--- src/rtl/mem_stage_lsu_pkg.sv ---
// Shared types and funct3 encodings for the MEM-stage load/store unit.
package mem_stage_lsu_pkg;

  typedef enum logic [1:0] {
    IDLE   = 2'd0,
    REQ    = 2'd1,
    WAIT_R = 2'd2
  } lsu_state_t;

  typedef enum logic {
    EXC_MISALIGNED = 1'b0,
    EXC_ILLEGAL    = 1'b1
  } lsu_exc_t;

  localparam logic [2:0] LB  = 3'd0;
  localparam logic [2:0] LH  = 3'd1;
  localparam logic [2:0] LW  = 3'd2;
  localparam logic [2:0] LBU = 3'd4;
  localparam logic [2:0] LHU = 3'd5;
  localparam logic [2:0] SB  = 3'd0;
  localparam logic [2:0] SH  = 3'd1;
  localparam logic [2:0] SW  = 3'd2;

endpackage

--- src/rtl/mem_stage_lsu_load_align.sv ---
// Extracts the addressed byte/half/word from a read word and sign- or zero-extends it.
module lsu_load_align
  import mem_stage_lsu_pkg::*;
(
  input  logic [31:0] rdata,
  input  logic [1:0]  offset,
  input  logic [2:0]  funct3,
  output logic [31:0] result
);

  logic [31:0] byte_v;
  logic [31:0] half_v;

  always_comb begin
    byte_v = rdata >> {offset, 3'b000};
    half_v = rdata >> {offset[1], 4'b0000};
    case (funct3)
      LB:      result = {{24{byte_v[7]}}, byte_v[7:0]};
      LH:      result = {{16{half_v[15]}}, half_v[15:0]};
      LBU:     result = {24'd0, byte_v[7:0]};
      LHU:     result = {16'd0, half_v[15:0]};
      default: result = rdata;
    endcase
  end

endmodule

--- src/rtl/mem_stage_lsu.sv ---
// MEM-stage LSU: registers one load/store onto a req/gnt/rvalid data port and
// returns aligned, extended load data to WB; faulting ops raise a one-cycle exception.
module mem_stage_lsu
  import mem_stage_lsu_pkg::*;
#(
  parameter int XLEN = 32
) (
  input  logic            clk,
  input  logic            rst_n,
  input  logic            ex_valid,
  output logic            ex_ready,
  input  logic            ex_mem_read,
  input  logic            ex_mem_write,
  input  logic [2:0]      ex_funct3,
  input  logic [XLEN-1:0] ex_addr,
  input  logic [XLEN-1:0] ex_wdata,
  input  logic [4:0]      ex_rd,
  input  logic            flush,
  output logic            dmem_req,
  output logic            dmem_we,
  output logic [XLEN-1:0] dmem_addr,
  output logic [3:0]      dmem_be,
  output logic [XLEN-1:0] dmem_wdata,
  input  logic            dmem_gnt,
  input  logic            dmem_rvalid,
  input  logic [XLEN-1:0] dmem_rdata,
  output logic            wb_valid,
  output logic [4:0]      wb_rd,
  output logic [XLEN-1:0] wb_data,
  output logic            exc_valid,
  output logic            exc_cause,
  output logic [XLEN-1:0] exc_addr,
  output logic            stall
);

  lsu_state_t      state_q, state_d;
  logic            req_q, req_d;
  logic            we_q, we_d;
  logic [XLEN-1:0] addr_q, addr_d;
  logic [3:0]      be_q, be_d;
  logic [XLEN-1:0] wdata_q, wdata_d;
  logic [2:0]      ld_f3_q, ld_f3_d;
  logic [1:0]      ld_off_q, ld_off_d;
  logic [4:0]      ld_rd_q, ld_rd_d;
  logic            wb_valid_q, wb_valid_d;
  logic [4:0]      wb_rd_q, wb_rd_d;
  logic [XLEN-1:0] wb_data_q, wb_data_d;
  logic            exc_valid_q, exc_valid_d;
  lsu_exc_t        exc_cause_q, exc_cause_d;
  logic [XLEN-1:0] exc_addr_q, exc_addr_d;

  logic            accept;
  logic            illegal;
  logic            misaligned;
  logic [3:0]      be_c;
  logic [XLEN-1:0] wdata_c;
  logic [XLEN-1:0] ld_result;

  lsu_load_align u_load_align (
    .rdata  (dmem_rdata),
    .offset (ld_off_q),
    .funct3 (ld_f3_q),
    .result (ld_result)
  );

  // Decode of the op presented by EX: legality, alignment and byte lanes.
  always_comb begin
    accept     = ex_valid && (ex_mem_read || ex_mem_write) && !flush && (state_q == IDLE);
    illegal    = ex_mem_read ? (ex_funct3 == 3'd3 || ex_funct3 == 3'd6 || ex_funct3 == 3'd7)
                             : (ex_funct3 >= 3'd3);
    misaligned = ((ex_funct3[1:0] == 2'b01) && ex_addr[0]) ||
                 ((ex_funct3[1:0] == 2'b10) && (ex_addr[1:0] != 2'b00));
    case (ex_funct3[1:0])
      2'b00: begin
        be_c    = 4'b0001 << ex_addr[1:0];
        wdata_c = {4{ex_wdata[7:0]}};
      end
      2'b01: begin
        be_c    = 4'b0011 << {ex_addr[1], 1'b0};
        wdata_c = {2{ex_wdata[15:0]}};
      end
      default: begin
        be_c    = 4'b1111;
        wdata_c = ex_wdata;
      end
    endcase
  end

  always_comb begin
    state_d     = state_q;
    req_d       = req_q;
    we_d        = we_q;
    addr_d      = addr_q;
    be_d        = be_q;
    wdata_d     = wdata_q;
    ld_f3_d     = ld_f3_q;
    ld_off_d    = ld_off_q;
    ld_rd_d     = ld_rd_q;
    wb_valid_d  = 1'b0;
    wb_rd_d     = wb_rd_q;
    wb_data_d   = wb_data_q;
    exc_valid_d = 1'b0;
    exc_cause_d = exc_cause_q;
    exc_addr_d  = exc_addr_q;
    case (state_q)
      IDLE: begin
        if (accept) begin
          if (illegal || misaligned) begin
            // Faulting op is consumed here and never reaches the bus.
            exc_valid_d = 1'b1;
            exc_cause_d = illegal ? EXC_ILLEGAL : EXC_MISALIGNED;
            exc_addr_d  = ex_addr;
          end else begin
            state_d  = REQ;
            req_d    = 1'b1;
            we_d     = ex_mem_write;
            addr_d   = {ex_addr[XLEN-1:2], 2'b00};
            be_d     = be_c;
            wdata_d  = wdata_c;
            ld_f3_d  = ex_funct3;
            ld_off_d = ex_addr[1:0];
            ld_rd_d  = ex_rd;
          end
        end
      end
      REQ: begin
        if (dmem_gnt) begin
          state_d = we_q ? IDLE : WAIT_R;
          req_d   = 1'b0;
          we_d    = 1'b0;
          addr_d  = '0;
          be_d    = 4'b0000;
          wdata_d = '0;
        end
      end
      WAIT_R: begin
        if (dmem_rvalid) begin
          state_d    = IDLE;
          wb_valid_d = 1'b1;
          wb_rd_d    = ld_rd_q;
          wb_data_d  = ld_result;
        end
      end
      default: state_d = IDLE;
    endcase
  end

  always_ff @(posedge clk or negedge rst_n) begin
    if (!rst_n) begin
      state_q     <= IDLE;
      req_q       <= 1'b0;
      we_q        <= 1'b0;
      addr_q      <= '0;
      be_q        <= 4'b0000;
      wdata_q     <= '0;
      ld_f3_q     <= 3'd0;
      ld_off_q    <= 2'd0;
      ld_rd_q     <= 5'd0;
      wb_valid_q  <= 1'b0;
      wb_rd_q     <= 5'd0;
      wb_data_q   <= '0;
      exc_valid_q <= 1'b0;
      exc_cause_q <= EXC_MISALIGNED;
      exc_addr_q  <= '0;
    end else begin
      state_q     <= state_d;
      req_q       <= req_d;
      we_q        <= we_d;
      addr_q      <= addr_d;
      be_q        <= be_d;
      wdata_q     <= wdata_d;
      ld_f3_q     <= ld_f3_d;
      ld_off_q    <= ld_off_d;
      ld_rd_q     <= ld_rd_d;
      wb_valid_q  <= wb_valid_d;
      wb_rd_q     <= wb_rd_d;
      wb_data_q   <= wb_data_d;
      exc_valid_q <= exc_valid_d;
      exc_cause_q <= exc_cause_d;
      exc_addr_q  <= exc_addr_d;
    end
  end

  assign ex_ready   = (state_q == IDLE);
  assign stall      = (state_q != IDLE);
  assign dmem_req   = req_q;
  assign dmem_we    = we_q;
  assign dmem_addr  = addr_q;
  assign dmem_be    = be_q;
  assign dmem_wdata = wdata_q;
  assign wb_valid   = wb_valid_q;
  assign wb_rd      = wb_rd_q;
  assign wb_data    = wb_data_q;
  assign exc_valid  = exc_valid_q;
  assign exc_cause  = exc_cause_q;
  assign exc_addr   = exc_addr_q;

endmodule
--- config.mk ---
export PLATFORM = sky130hd
export DESIGN_NAME = mem_stage_lsu
export DESIGN_NICKNAME = d
export VERILOG_FILES = /design/src/rtl/mem_stage_lsu_pkg.sv /design/src/rtl/mem_stage_lsu_load_align.sv /design/src/rtl/mem_stage_lsu.sv
export SDC_FILE = /design/constraint.sdc
export NUM_CORES = 1
export LEC_CHECK = 0
export ABC_AREA = 1
export BUFFER_PORTS_ARGS = -buffer_cell sky130_fd_sc_hd__buf_2
export CAP_MARGIN = 0
export CORE_MARGIN = 2
export CORE_UTILIZATION = 50
export DETAILED_ROUTE_END_ITERATION = 12
export PLACE_DENSITY = 0.8
export SYNTH_ARGS = -nofsm -noshare
export SYNTH_HDL_FRONTEND = slang
export SYNTH_SLANG_ARGS = --single-unit
--- constraint.sdc ---
create_clock -name clk -period 1.8 [get_ports clk]
set_input_delay 0.18 -clock clk [delete_from_list [all_inputs] [get_ports clk]]
set_output_delay 0.18 -clock clk [all_outputs]
set_load 0.005 [all_outputs]
# Word-level counts from Yosys, hierarchy flattened
# Cells that the tools add are included.
# op_classes
magnitude_cmp	1
eq_ne	14
shifts	4
n_mux	34
bitwise_logic	1
n_reduce_logical	22
# ops
operator	n
one-hot mux 32 bit (2 select lines)	3
two-way mux 32 bit	5
one-hot mux 32 bit (4 select lines)	1
>> shifter 32 x 5 -> 16 bit	1
>> shifter 32 x 5 -> 8 bit	1
one-hot mux 4 bit (2 select lines)	2
== test 3 bit (second input constant)	4
two-way mux 1 bit	12
two-way mux 4 bit	3
two-way mux 2 bit	5
AND reduction 4 bit	2
inequality test 2 bit (second input constant)	3
one-hot mux 2 bit (3 select lines)	1
AND reduction 3 bit	2
nonzero test 2 bit	3
logical AND 1 bit	5
logical OR 1 bit	5
== test 2 x 1 -> 1 bit (second input constant)	2
== test 2 bit (second input constant)	2
logical NOT 2 bit	2
one-hot mux 1 bit (2 select lines)	2
left shift 1 x 2 -> 4 bit (first input constant)	1
left shift 2 x 2 -> 4 bit (first input constant)	1
== test 3 x 1 -> 1 bit (second input constant)	1
other kinds (7)	7
# totals
reg_bits	154
in_bits	112
out_inout_bits	144
word_cells	91

# Depth between registers and ports, before layout
# depth
word_depth	8
depth_mapped	12
depth_no_buf	9

# By module
# Synthesis repeated with hierarchy kept, for this count alone.
# unflattened
cells_unflattened	956
area_unflattened_um2	7445.9
# modules_own_cells
mod	instances	cells_each	area_each_um2	seq_area_each_um2
mem_stage_lsu	1	760	6431.2	3803.6
lsu_load_align	1	196	1014.7	0.0

# Least setup slack after synthesis
# OpenSTA, ideal clock, no wires.
# synth_timing
kind	reg2reg
startpoint	reg state_q[1]
endpoint	reg wb_data_q[8] (netlist: wb_data[8])
setup_ps	117
arrival_ps	1233
required_ps	1683
setup_slack_ps	450
stages_incl_launch_ff	7
n_path_buf	2
synth_period_minus_slack_ps	1350
path_cell_list	dfrtp_1 -> nand3_1 -> clkbuf_1 -> clkbuf_1 -> a21oi_1 -> nand2_1 -> nand2_1
# synth_between
elab_chain_len	2
# synth_lines
item	line_no	source
start, declared	mem_stage_lsu.sv:36	lsu_state_t state_q, state_d;
start signal, assigned	mem_stage_lsu.sv:166	state_q <= state_d;
== test 2 bit	mem_stage_lsu.sv:105	case (state_q)
AND reduction 2 bit (no source line)	n/a	
end signal, assigned	mem_stage_lsu.sv:177	wb_data_q <= wb_data_d;
end, declared	mem_stage_lsu.sv:47	logic [XLEN-1:0] wb_data_q, wb_data_d;
# No other way between the ends.
# A chain may end at the register's enable or synchronous reset.

# Worst setup path in the final report
# layout_timing
startpoint	reg state_q[1]
endpoint	reg wdata_q[29] (netlist: dmem_wdata[29])
# layout_between
elab_chain_len	4
elab_cells_between_ends	9
classes_between	eq/ne: 4; mux: 1; reduce/logical: 4
# layout_lines
item	line_no	source
logical NOT 2 bit	mem_stage_lsu.sv:68, mem_stage_lsu.sv:105	
logical AND 1 bit	mem_stage_lsu.sv:68	accept = ex_valid && (ex_mem_read || ex_mem_write) && !flush && (state_q == IDLE);
inequality test 2 x 1 -> 1 bit (no source line)	n/a	
AND reduction 4 bit (no source line)	n/a	
end signal, assigned	mem_stage_lsu.sv:171	wdata_q <= wdata_d;
end, declared	mem_stage_lsu.sv:41	logic [XLEN-1:0] wdata_q, wdata_d;
# Several ways; a longest one is shown, not always the timed one.

==> Implementation_results.wiki <==
{| class="wikitable"
! Metric !! Value
|-
| Max-slew violations || 0
|-
| Power density cells || 1260 nW/um2
|-
| Layout cells sized above 1 || 29.1%
|-
| Total global-route track usage || 29.0%
|-
| Total clock buffers created by CTS || 17
|-
| Fin. Hold Viols || 0
|-
| Outcome || finished, final reports clean
|-
| Via count of the first global-routing pass || 6895
|-
| Cell area after synthesis || 7090 um2
|-
| TritonCTS clock tree || yes
|-
| Floorplan Core Area || 13900 um2
|-
| Unrepaired setup endpoints after global routing || false
|-
| Number of buffers added to fix hold violations after cts || 42
|-
| Sum Neg Setup Slack || 0 ps
|-
| Detailed-route wire length || 21.6 mm
|-
| Initial antenna violation count || 0
|-
| Area of the multi-input gates || 2750 um2
|-
| Max-slew headroom || 62.6%
|-
| Floorplan row count || 43
|-
| Transition at the pin with the smallest max-transition slack || 559 ps
|-
| Final nets || 1306
|-
| First-pass GRT wire length || 34.0 mm
|-
| Largest clock skew in the final design || 7.79 ps
|-
| Number of setup violations in the final report || 0
|-
| Initial DRC Count || 617
|-
| Count of unique library cells instantiated by Yosys || 25
|-
| Yosys reg bits || 152
|-
| Average wire length per cell after detail routing || 15.6 um
|-
| FF-to-FF End || dmem_wdata[29]
|-
| Number of routed nets with antenna violations || 0
|-
| Count of cells along the worst hold path || 3
|-
| Worst min-delay path class || input port to flip-flop
|-
| Sequential element share of the synthesized area || 53.6%
|-
| I/O Pins || 256
|-
| Detailed-route via count || 7032
|-
| R2r startpoint || state_q[1]
|-
| Endpoint class of the critical path || flip-flop
|-
| GRT overflow || 0
|-
| Kind of critical path || flip-flop to flip-flop
|-
| Total power of the final layout || 12.1 mW
|-
| Fill cell instance count of the final layout || 1124
|-
| DR DRC count || 0
|-
| Max rail drop VDD || 0.735 mV
|-
| Arrival time of the worst setup path || 1970 ps
|-
| Post-synthesis instance total || 904
|-
| Post_cts resized || 0
|-
| Largest buffer count on any clock path || 2
|-
| Sinks on Clock Net || 152
|-
| Minimum period implied by the final worst setup slack || 1620 ps
|-
| Worst Hold Path EP || dmem_wdata[2]
|-
| Post-CTS setup buffers || 0
|-
| Internal reg-to-reg setup slack || 180 ps
|-
| Area Overhead vs Synth || 34.9%
|-
| Skew-Pair Late Insertion Delay || 420 ps
|-
| Sum of net half-perimeters after detailed placement || 14.4 mm
|-
| Maximum fanout encountered on the critical timing path || 49
|-
| GPL Wtd Cong || 0.876
|-
| Critical Path RT || 2150 ps
|-
| Number of antenna diodes || 0
|-
| DR pass1 iterations || 6
|-
| Maximum number of pins on one net before global-route repair || 50
|-
| Nature of the critical path startpoint || flip-flop
|-
| Storage element area || 3800 um2
|-
| CTS H-tree lvls || 4
|-
| Final critical-path share of the clock period || 89.9%
|-
| Initial standard-cell utilization of the core || 51.1%
|-
| Mean instance size in the synthesized netlist || 7.84 um2
|-
| Startpoint of the tightest hold check path || ex_wdata[2]
|-
| Number of vias per cell || 5.07
|-
| MaxCap Viol Count || 0
|-
| Number of cell instances on the worst register-to-register path || 7
|-
| Count of synthesis-stage warnings from yosys || 0
|-
| Buffer cell driving the clock tree root || sky130_fd_sc_hd__clkbuf_16
|-
| Peak Freq || 618 MHz
|-
| Height of the die || 123 um
|-
| Clock slew at reported path FFs || 60 ps
|-
| Leakage power of the design || 5.62 nW
|-
| DIE WIDTH || 123 um
|-
| IO Port Bufs || 253
|-
| Area of the die || 15200 um2
|}
[state kept, by name, indices dropped and copies added (netlist names)]
| name | flops |
|---|---|
| exc_cause | 1 |
| exc_valid | 1 |
| state_q | 2 |
| wb_valid | 1 |
| ld_rd_q | 5 |
| wb_rd | 5 |
| exc_addr | 32 |
| dmem_addr | 30 |
| dmem_wdata | 32 |
| dmem_req | 1 |
| dmem_we | 1 |
| dmem_be | 4 |
| ld_f3_q | 3 |
| wb_data | 32 |
| ld_off_q | 2 |
[layout by cell type (no fill, tap or decap), types with 13 or more instances in the layout]
master                          count
sky130_fd_sc_hd__buf_2            252
sky130_fd_sc_hd__or2_2             35
sky130_fd_sc_hd__inv_1             66
sky130_fd_sc_hd__o21ai_0           39
sky130_fd_sc_hd__a21oi_1           22
sky130_fd_sc_hd__nand2_1          429
sky130_fd_sc_hd__clkbuf_16         17
sky130_fd_sc_hd__nor2_1            29
sky130_fd_sc_hd__dlygate4sd3_1     42
sky130_fd_sc_hd__buf_4             13
sky130_fd_sc_hd__nand3_1           56
sky130_fd_sc_hd__dfrtp_1          152
[stage by stage]
step / hold slack (ps) / instance area (um2) / cells / util [%] / worst slack (ps)
floorplan: -116 / 7100 / 905 / - / 450
global placement: 146 / 8550 / 1313 / 61.6 / 262
detailed placement: 147 / 8550 / 1313 / 61.6 / 215
CTS: 13.5 / 9570 / 1386 / 68.9 / 188
global route: 44.5 / 9570 / 1386 / 68.9 / 71.0
finish: 23.9 / 9570 / 1386 / 68.9 / 182
[final cells by class]
cell class              instances  area share [%]
flip-flops and latches        152            39.7
multi-input cells             639            28.7
clock inverters                10            1.23
clock buffers                  21            5.02
inverters                      69            2.76
well taps                     180            2.35
repair buffers                315            20.2
[worst max path at each step]
| stage | from | to | slack, ps |
|---|---|---|---|
| global route | state_q[1] | dmem_wdata[10] | 70 |
| detailed placement | ex_funct3[0] | exc_cause | 220 |
| finish | state_q[1] | dmem_wdata[29] | 180 |
| floorplan | state_q[1] | wb_data[8] | 450 |
| global placement | ld_f3_q[0] | wb_data[23] | 260 |
| CTS | state_q[1] | dmem_wdata[0] | 190 |
[power breakdown]
group	switching [mW]	leakage, nW	total [mW]	internal (mW)
clock	1.41	0.284	3.59	2.18
sequential	0.586	1.95	5.00	4.41
combinational	1.91	3.39	3.49	1.58
[cells in the mapped netlist]
cell type | number | share of area [%]
sky130_fd_sc_hd__a21oi_1 | 22 | 1.6
sky130_fd_sc_hd__a2bb2oi_1 | 6 | 0.74
sky130_fd_sc_hd__a31oi_1 | 2 | 0.18
sky130_fd_sc_hd__and3_1 | 1 | 0.088
sky130_fd_sc_hd__buf_2 | 17 | 1.2
sky130_fd_sc_hd__buf_4 | 7 | 0.74
sky130_fd_sc_hd__buf_6 | 9 | 1.4
sky130_fd_sc_hd__clkbuf_1 | 11 | 0.58
sky130_fd_sc_hd__clkbuf_2 | 1 | 0.071
sky130_fd_sc_hd__conb_1 | 1 | 0.053
sky130_fd_sc_hd__dfrtp_1 | 152 | 54
sky130_fd_sc_hd__inv_1 | 66 | 3.5
sky130_fd_sc_hd__inv_2 | 2 | 0.11
sky130_fd_sc_hd__inv_6 | 1 | 0.12
sky130_fd_sc_hd__nand2_1 | 429 | 23
sky130_fd_sc_hd__nand2_2 | 3 | 0.26
sky130_fd_sc_hd__nand2_8 | 1 | 0.28
sky130_fd_sc_hd__nand3_1 | 56 | 4.0
sky130_fd_sc_hd__nand3b_1 | 1 | 0.11
sky130_fd_sc_hd__nor2_1 | 29 | 1.5
sky130_fd_sc_hd__nor2_2 | 4 | 0.35
sky130_fd_sc_hd__o21a_1 | 8 | 0.85
sky130_fd_sc_hd__o21ai_0 | 39 | 2.8
sky130_fd_sc_hd__or2_2 | 35 | 3.1
sky130_fd_sc_hd__or2_4 | 1 | 0.12
[layer usage]
metal / GRT usage (%) / wire, um / up-vias
met1: 35.9 / 8420 / 3265
met5: 0 / 0 / -
met2: 47.8 / 10600 / 356
li1: - / - / 3351
met3: 7.84 / 1840 / 60
met4: 12.8 / 767 / 0
[cell families after synthesis]
logic type | count (synthesis) | share of synthesized area (%)
flip-flops | 152 | 53.6
other | 1 | 0.0529
buffers and inverters | 114 | 7.75
AND/OR/NAND/NOR | 560 | 32.5
AO/OA/AOI/OAI | 77 | 6.07
[worst max-delay path, stage by stage, from the launching register on]
cell and delay, ps:
sky130_fd_sc_hd__dfrtp_1 440, sky130_fd_sc_hd__or2_4 300, sky130_fd_sc_hd__nor2_2 120, sky130_fd_sc_hd__nor2_2 70
sky130_fd_sc_hd__nand2_2 170, sky130_fd_sc_hd__buf_12 250, sky130_fd_sc_hd__nand2_1 90, sky130_fd_sc_hd__nand2_1 90
No activity file was read; power rests on OpenSTA's default activity.
